[config.mk]
export PLATFORM = sky130hd
export DESIGN_NAME = twos_comp_seq_ctrl
export DESIGN_NICKNAME = d
export VERILOG_FILES = /design/src/rtl/twos_comp_pkg.sv /design/src/rtl/twos_comp_bit_cell.sv /design/src/rtl/twos_comp_seq_ctrl.sv
export SDC_FILE = /design/constraint.sdc
export NUM_CORES = 1
export LEC_CHECK = 0
export CORE_MARGIN = 8
export CORE_UTILIZATION = 30
export CTS_BUF_LIST = sky130_fd_sc_hd__clkbuf_16
export CTS_CLUSTER_DIAMETER = 150
export DETAILED_ROUTE_END_ITERATION = 10
export GPL_ROUTABILITY_DRIVEN = 0
export PLACE_DENSITY = 0.48
export SYNTH_ARGS = -nofsm -noshare
export SYNTH_HDL_FRONTEND = slang
export SYNTH_HIERARCHICAL = 1
export SYNTH_SLANG_ARGS = --single-unit
[constraint.sdc]
create_clock -name clk -period 1.55 [get_ports clk]
set_input_delay 0.3875 -clock clk [delete_from_list [all_inputs] [get_ports clk]]
set_output_delay 0.3875 -clock clk [all_outputs]
set_load 0.005 [all_outputs]
[src/rtl/twos_comp_pkg.sv]
// Shared constants for the serial two's complement controller: state encoding
// and default operand width.
package twos_comp_pkg;

    localparam int unsigned DEFAULT_WIDTH = 8;
    localparam int unsigned STATE_W       = 2;

    localparam logic [STATE_W-1:0] ST_IDLE  = 2'd0;
    localparam logic [STATE_W-1:0] ST_SHIFT = 2'd1;
    localparam logic [STATE_W-1:0] ST_DONE  = 2'd2;

endpackage

[src/rtl/twos_comp_bit_cell.sv]
// One-bit Mealy negation cell: passes bits through up to and including the
// first 1, then inverts every later bit.
module twos_comp_bit_cell (
    input  logic clk,
    input  logic reset,
    input  logic clr,
    input  logic en,
    input  logic b,
    output logic q
);

    logic seen_one_q;
    logic seen_one_d;

    always_comb begin
        seen_one_d = seen_one_q;
        if (clr) begin
            seen_one_d = 1'b0;
        end else if (en) begin
            seen_one_d = seen_one_q | b;
        end
    end

    always_ff @(posedge clk) begin
        if (reset) begin
            seen_one_q <= 1'b0;
        end else begin
            seen_one_q <= seen_one_d;
        end
    end

    assign q = b ^ seen_one_q;

endmodule

[src/rtl/twos_comp_seq_ctrl.sv]
// Parallel-in/parallel-out sequencer around the bit-serial negation cell:
// accepts a word, streams it LSB-first through the cell, returns the result.
module twos_comp_seq_ctrl
    import twos_comp_pkg::*;
#(
    parameter int unsigned WIDTH = DEFAULT_WIDTH
) (
    input  logic             clk,
    input  logic             reset,
    input  logic             start,
    input  logic [WIDTH-1:0] din,
    output logic             busy,
    output logic             done,
    output logic [WIDTH-1:0] dout,
    output logic             overflow
);

    localparam int unsigned CNT_W = $clog2(WIDTH);
    localparam logic [CNT_W-1:0] CNT_LAST = CNT_W'(WIDTH - 1);

    logic [STATE_W-1:0] state_q,   state_d;
    logic [WIDTH-1:0]   opnd_q,    opnd_d;
    logic [WIDTH-1:0]   res_q,     res_d;
    logic [CNT_W-1:0]   cnt_q,     cnt_d;
    logic               opnd_msb_q, opnd_msb_d;
    logic [WIDTH-1:0]   dout_q,    dout_d;
    logic               ovf_q,     ovf_d;
    logic               busy_q,    busy_d;
    logic               done_q,    done_d;

    logic cell_clr;
    logic cell_en;
    logic cell_q;

    twos_comp_bit_cell u_cell (
        .clk   (clk),
        .reset (reset),
        .clr   (cell_clr),
        .en    (cell_en),
        .b     (opnd_q[0]),
        .q     (cell_q)
    );

    // Next-state and registered-output logic; busy/done anticipate the next state.
    always_comb begin
        state_d    = state_q;
        opnd_d     = opnd_q;
        res_d      = res_q;
        cnt_d      = cnt_q;
        opnd_msb_d = opnd_msb_q;
        dout_d     = dout_q;
        ovf_d      = ovf_q;
        busy_d     = 1'b0;
        done_d     = 1'b0;
        cell_clr   = 1'b0;
        cell_en    = 1'b0;

        case (state_q)
            ST_IDLE, ST_DONE: begin
                state_d = ST_IDLE;
                if (start) begin
                    opnd_d     = din;
                    cnt_d      = '0;
                    opnd_msb_d = din[WIDTH-1];
                    cell_clr   = 1'b1;
                    busy_d     = 1'b1;
                    state_d    = ST_SHIFT;
                end
            end
            ST_SHIFT: begin
                cell_en = 1'b1;
                opnd_d  = opnd_q >> 1;
                res_d   = {cell_q, res_q[WIDTH-1:1]};
                if (cnt_q == CNT_LAST) begin
                    // The final emitted bit is the result MSB.
                    dout_d  = {cell_q, res_q[WIDTH-1:1]};
                    ovf_d   = opnd_msb_q & cell_q;
                    done_d  = 1'b1;
                    state_d = ST_DONE;
                end else begin
                    cnt_d  = cnt_q + CNT_W'(1);
                    busy_d = 1'b1;
                end
            end
            default: begin
                state_d = ST_IDLE;
            end
        endcase
    end

    always_ff @(posedge clk) begin
        if (reset) begin
            state_q    <= ST_IDLE;
            opnd_q     <= '0;
            res_q      <= '0;
            cnt_q      <= '0;
            opnd_msb_q <= 1'b0;
            dout_q     <= '0;
            ovf_q      <= 1'b0;
            busy_q     <= 1'b0;
            done_q     <= 1'b0;
        end else begin
            state_q    <= state_d;
            opnd_q     <= opnd_d;
            res_q      <= res_d;
            cnt_q      <= cnt_d;
            opnd_msb_q <= opnd_msb_d;
            dout_q     <= dout_d;
            ovf_q      <= ovf_d;
            busy_q     <= busy_d;
            done_q     <= done_d;
        end
    end

    assign busy     = busy_q;
    assign done     = done_q;
    assign dout     = dout_q;
    assign overflow = ovf_q;

endmodule

# Word-level counts from Yosys, hierarchy flattened
# Index checks and enable logic that the tools add are counted.
[word_totals] inputBits=11 out_inout_bits=11 regBits=34 wordCells=44
[classes] bitwise_logic=4 n_mux=14 n_reduce_logical=9 n_addsub=1 eq_ne=6
[op_table] op="$pmux 8 s2" count=1
[op_table] op="$mux 8" count=1
[op_table] op="$mux 1" count=6
[op_table] op="$mux 3" count=2
[op_table] op="$ne 2x2->1 const B" count=3
[op_table] op="$pmux 3 s2" count=1
[op_table] op="$reduce_and 2->1" count=3
[op_table] op="$reduce_or 2->1" count=3
[op_table] op="$pmux 2 s2" count=1
[op_table] op="$add 3x1->3 const B" count=1
[op_table] op="$eq 3x3->1 const B" count=1
[op_table] op="$reduce_and 3->1" count=1
[op_table] op="$eq 2x1->1 const B" count=1
[op_table] op="$eq 2x2->1 const B" count=1
[op_table] op="$logic_not 2->1" count=1
[op_table] op="$mux 2" count=1
[op_table] op="$pmux 1 s2" count=1
[op_table] op="$reduce_bool 2->1" count=1
[op_table] op="$and 1x1->1" count=1
[op_table] op="$not 1->1" count=1
[op_table] op="$or 1x1->1" count=1
[op_table] op="$xor 1x1->1" count=1

# Logic depth before layout (Yosys ltp)
[depth] word_depth=4 mapped_depth=7 depth_no_buf=5

# Cells and area by module
# The synthesis kept the hierarchy.
[by_module_without_submodules] module="twos_comp_seq_ctrl" area_per_inst_um2=1221.2 seq_area_each_um2=640.6 instances=1 cells_per_inst=144
[by_module_without_submodules] module="twos_comp_bit_cell" area_per_inst_um2=58.8 seq_area_each_um2=20.0 instances=1 cells_per_inst=6

# Worst setup path before layout
# OpenSTA, ideal clock, no wires.
[synth_timing] path_type="register to register" from="register cnt_q[0]" to="register cnt_q[2]" t_required_ps=1413 path_buffers=0 stages_incl_launch_ff=6 t_arrival_ps=1233 setup_time_ps=137 period_less_slack_ps=1370 path_slack_ps=180 cell_sequence="dfxtp_1 -> ha_1 -> ha_1 -> or3b_1 -> nand3_1 -> a21oi_1"
[synth_via] elab_chain_cells=3 word_cells_on_any_way=6 classes_between="1 x add/sub; 2 x eq/ne; 2 x mux; 1 x reduce/logical"
[synth_rtl] item="from (decl)" line="twos_comp_seq_ctrl.sv:24" source="logic [CNT_W-1:0] cnt_q, cnt_d;"
[synth_rtl] item="from (signal assigned)" line="twos_comp_seq_ctrl.sv:106" source="cnt_q <= cnt_d;"
[synth_rtl] item="$add 3x1->3 or $eq 3x3->1 (tied branches)" line="twos_comp_seq_ctrl.sv:81, twos_comp_seq_ctrl.sv:74"
[synth_rtl] item="$mux 3 or $ne 2x2->1 (tied branches)"
[synth_rtl] item="$pmux 3 s2 or $reduce_and 3->1 (tied branches)"
# Parallel ways exist; a longest one is shown, timed or not. The select of a mux whose other input is x is not followed.
# A chain may end at the register's enable or synchronous reset.

# Worst setup path after layout
[layout_timing] from="register dout_q[0], in the netlist dout[0]" to="output port dout[0]"
[layout_lines] item="from (decl)" line="twos_comp_seq_ctrl.sv:26" source="logic [WIDTH-1:0] dout_q, dout_d;"
[layout_lines] item="from (signal assigned)" line="twos_comp_seq_ctrl.sv:108" source="dout_q <= dout_d;"
[layout_lines] item="to (decl)" line="twos_comp_seq_ctrl.sv:14" source="output logic [WIDTH-1:0] dout,"
# No word-level cell between the ends.

==> impl_metrics.py <==
metrics = {
    "outcome": {
        "status": "finished clean",
    },
    "drt": {
        "drt_first_pass_iters": 4,
        "wirelength_um": 2620,
        "drtAntennaViolNets": 0,
        "drc": 0,
        "vias": 1050,
        "via_per_inst": 4.61,
        "wl_met3_um": 155,
        "wl_met2_um": 1160,
        "top_layer": "met4",
        "drt_iter0_markers": 55,
        "detail_route.wl_per_cell_um": 11.5,
        "wl_met1_um": 1240,
    },
    "synth": {
        "avgSynthCellArea_um2": 8.53,
        "synthCells": 150,
        "synth_area_leader_cell": "dfxtp_1",
        "synth.net_count": 164,
        "ys_warn_count": 6,
        "synth-seq-area-share_pct": 51.6,
        "ys_seq_elements": 33,
        "synth_top_area_share_pct": 51.6,
        "syn-cell-area_um2": 1280,
        "synth_cell_types": 22,
        "ys_top_cells_by_area": "dfxtp_1, nand2_1, a21oi_1, nand3_1, a311oi_2",
    },
    "timing": {
        "rsz0062_at_grt": "no",
        "slew_headroom_pct": 75.5,
        "fmax_mhz": 671,
        "period_needed_ns": 1.49,
        "setup_tns_ns": 0,
        "drv_slew": 0,
        "hold_violations": 0,
        "finClkSkew_ns": 0.00432,
        "tightest_slew_ns": 0.367,
        "fin_crit_sh_pct": 96.2,
        "setup_violations": 0,
    },
    "min_path": {
        "hold_depth": 2,
        "hold_path.class": "reg2reg",
    },
    "setup_path": {
        "reg2reg_depth": 5,
        "crit_path_top_delay_cell": "clkdlybuf4s50_1",
        "crit_family": "buffers and inverters",
        "crit_buf_inv": 1,
        "start_kind": "register",
        "worstPathMaxFanout": 2,
        "worst-path-stages": 1,
        "max_stage_delay_ns": 0.50,
        "cp_cell_sequence": "clkdlybuf4s50_1",
        "required_ns": 1.16,
        "path_class": "reg2out",
        "crit_arrival_ns": 1.10,
        "cp-end-kind": "primary output",
    },
    "clocking": {
        "cts-resized-gates": 0,
        "post_cts_buffers": 0,
        "clock_sinks": 33,
        "root_buffer": "clkbuf_16",
        "cts_tree": "built",
        "clockBufferDepth": 2,
        "cts_hold_buf": 0,
        "clk_latency_ns": 0.28,
        "h-tree-depth": 2,
        "numCtsBuffers": 5,
        "clk_pin_slew_ns": 0.05,
    },
    "placed_design": {
        "port_buffers": 21,
        "dp.cells": 220,
        "dp_hpwl_um": 1850,
    },
    "die": {
        "rows": 23,
        "dieArea_um2": 6610,
        "start_util_pct": 31.5,
        "dieHeight_um": 81.3,
        "ioPinCount": 22,
        "die_width_um": 81.3,
        "core_um2": 4060,
    },
    "power": {
        "total_power_mw": 2.16,
        "leakage_nw": 0.631,
        "peakVddDrop_mv": 0.483,
        "powerDensity_nw_per_um2": 1240,
    },
    "global_routing": {
        "overflow": 0,
        "grt_pass1_vias": 1026,
        "grt_antenna_before_repair": 0,
        "groute.usage.overall_pct": 8.71,
        "grt_max_degree": 23,
        "grt_pass1_wl_um": 4430,
    },
    "cells_and_area": {
        "layout_commonest_cell": "nand2_1",
        "nets": 191,
        "fin_util_pct": 42.7,
        "diodes": 0,
        "drive_gt1_share_pct": 12.4,
        "fill_cells": 413,
        "fin_cells": 228,
        "final_cell_mix": "nand2_1, dfxtp_1, a21oi_1, clkdlybuf4s50_1, nand3_1",
        "syn_to_final_growth_pct": 35.4,
    },
    "job": {
        "maxCapViolCount": 0,
    },
}
## final timing paths
| kind | from | to | slack (ns) |
|---|---|---|---|
| worst max-delay path | dout[0] | dout[0] | 0.06 |
| worst min register to register | dout[6] | dout[6] | 0.45 |
| worst min-delay path | dout[6] | dout[6] | 0.45 |
| worst max register to register | cnt_q[0] | cnt_q[1] | 0.11 |
## area by class of cell
class                   count  area, um^2  share of cell area, %
multi-input cells         104         558                   32.2
inverters                   4        15.0                  0.866
flip-flops and latches     33         661                   38.1
well taps                  50        62.6                   3.61
clock buffers               5         125                   7.22
clock inverters             3        37.5                   2.17
repair buffers             29         274                   15.8
## power breakdown
| group | switching [mW] | internal [mW] |
|---|---|---|
| registers | 0.0180 | 0.882 |
| logic | 0.0969 | 0.0799 |
| clock network | 0.335 | 0.745 |
| total | 0.449 | 1.71 |
## cell families (layout without fill, tap and decap cells)
| logic type | Yosys count | after routing | synth area share, % |
|---|---|---|---|
| compound gates | 31 | 31 | 16.4 |
| fa+ha+maj | 3 | 3 | 2.93 |
| buf+inv | 13 | 41 | 4.79 |
| flops | 33 | 33 | 51.6 |
| simple gates | 70 | 70 | 24.2 |
## Yosys cell counts (all sizes together)
cell type	number
ha	3
a2111oi	1
dfxtp	33
nand3b	1
nand4	1
inv	4
nor3b	1
buf	7
or3b	1
a21oi	23
a311oi	7
nand3	12
nor2	10
clkbuf	2
nand2b	3
nand2	41
## tightest hold or removal path, cell delays in order, from the launching register on
cell and delay, ns:
dfxtp_1 0.30, nand2_1 0.05, a21oi_1 0.05
## routing by layer
layer	GRT usage [%]	vias up
met2	13.5	22
met4	5.89	0
met5	0	-
met3	3.31	7
li1	-	558
met1	9.72	463
## stage by stage
step / hold WS [ns] / area, um^2 / setup slack [ns]
2_1_floorplan: 0.437 / 1280 / 0.180
3_3_place_gp: 0.442 / 1570 / 0.0370
3_5_place_dp: 0.448 / 1570 / 0.00457
4_1_cts: 0.455 / 1730 / 0.0419
5_1_grt: 0.469 / 1730 / 0.000188
6_report: 0.451 / 1730 / 0.0596
## registers in the layout (all words and copies together), names as in the netlist
register           cells
overflow               1
cnt_q                  3
busy                   1
res_q                  7
dout                   8
done                   1
opnd_q                 8
opnd_msb_q             1
state_q                2
u_cell/seen_one_q      1
Note: power is estimated with default switching activity, not from simulation.
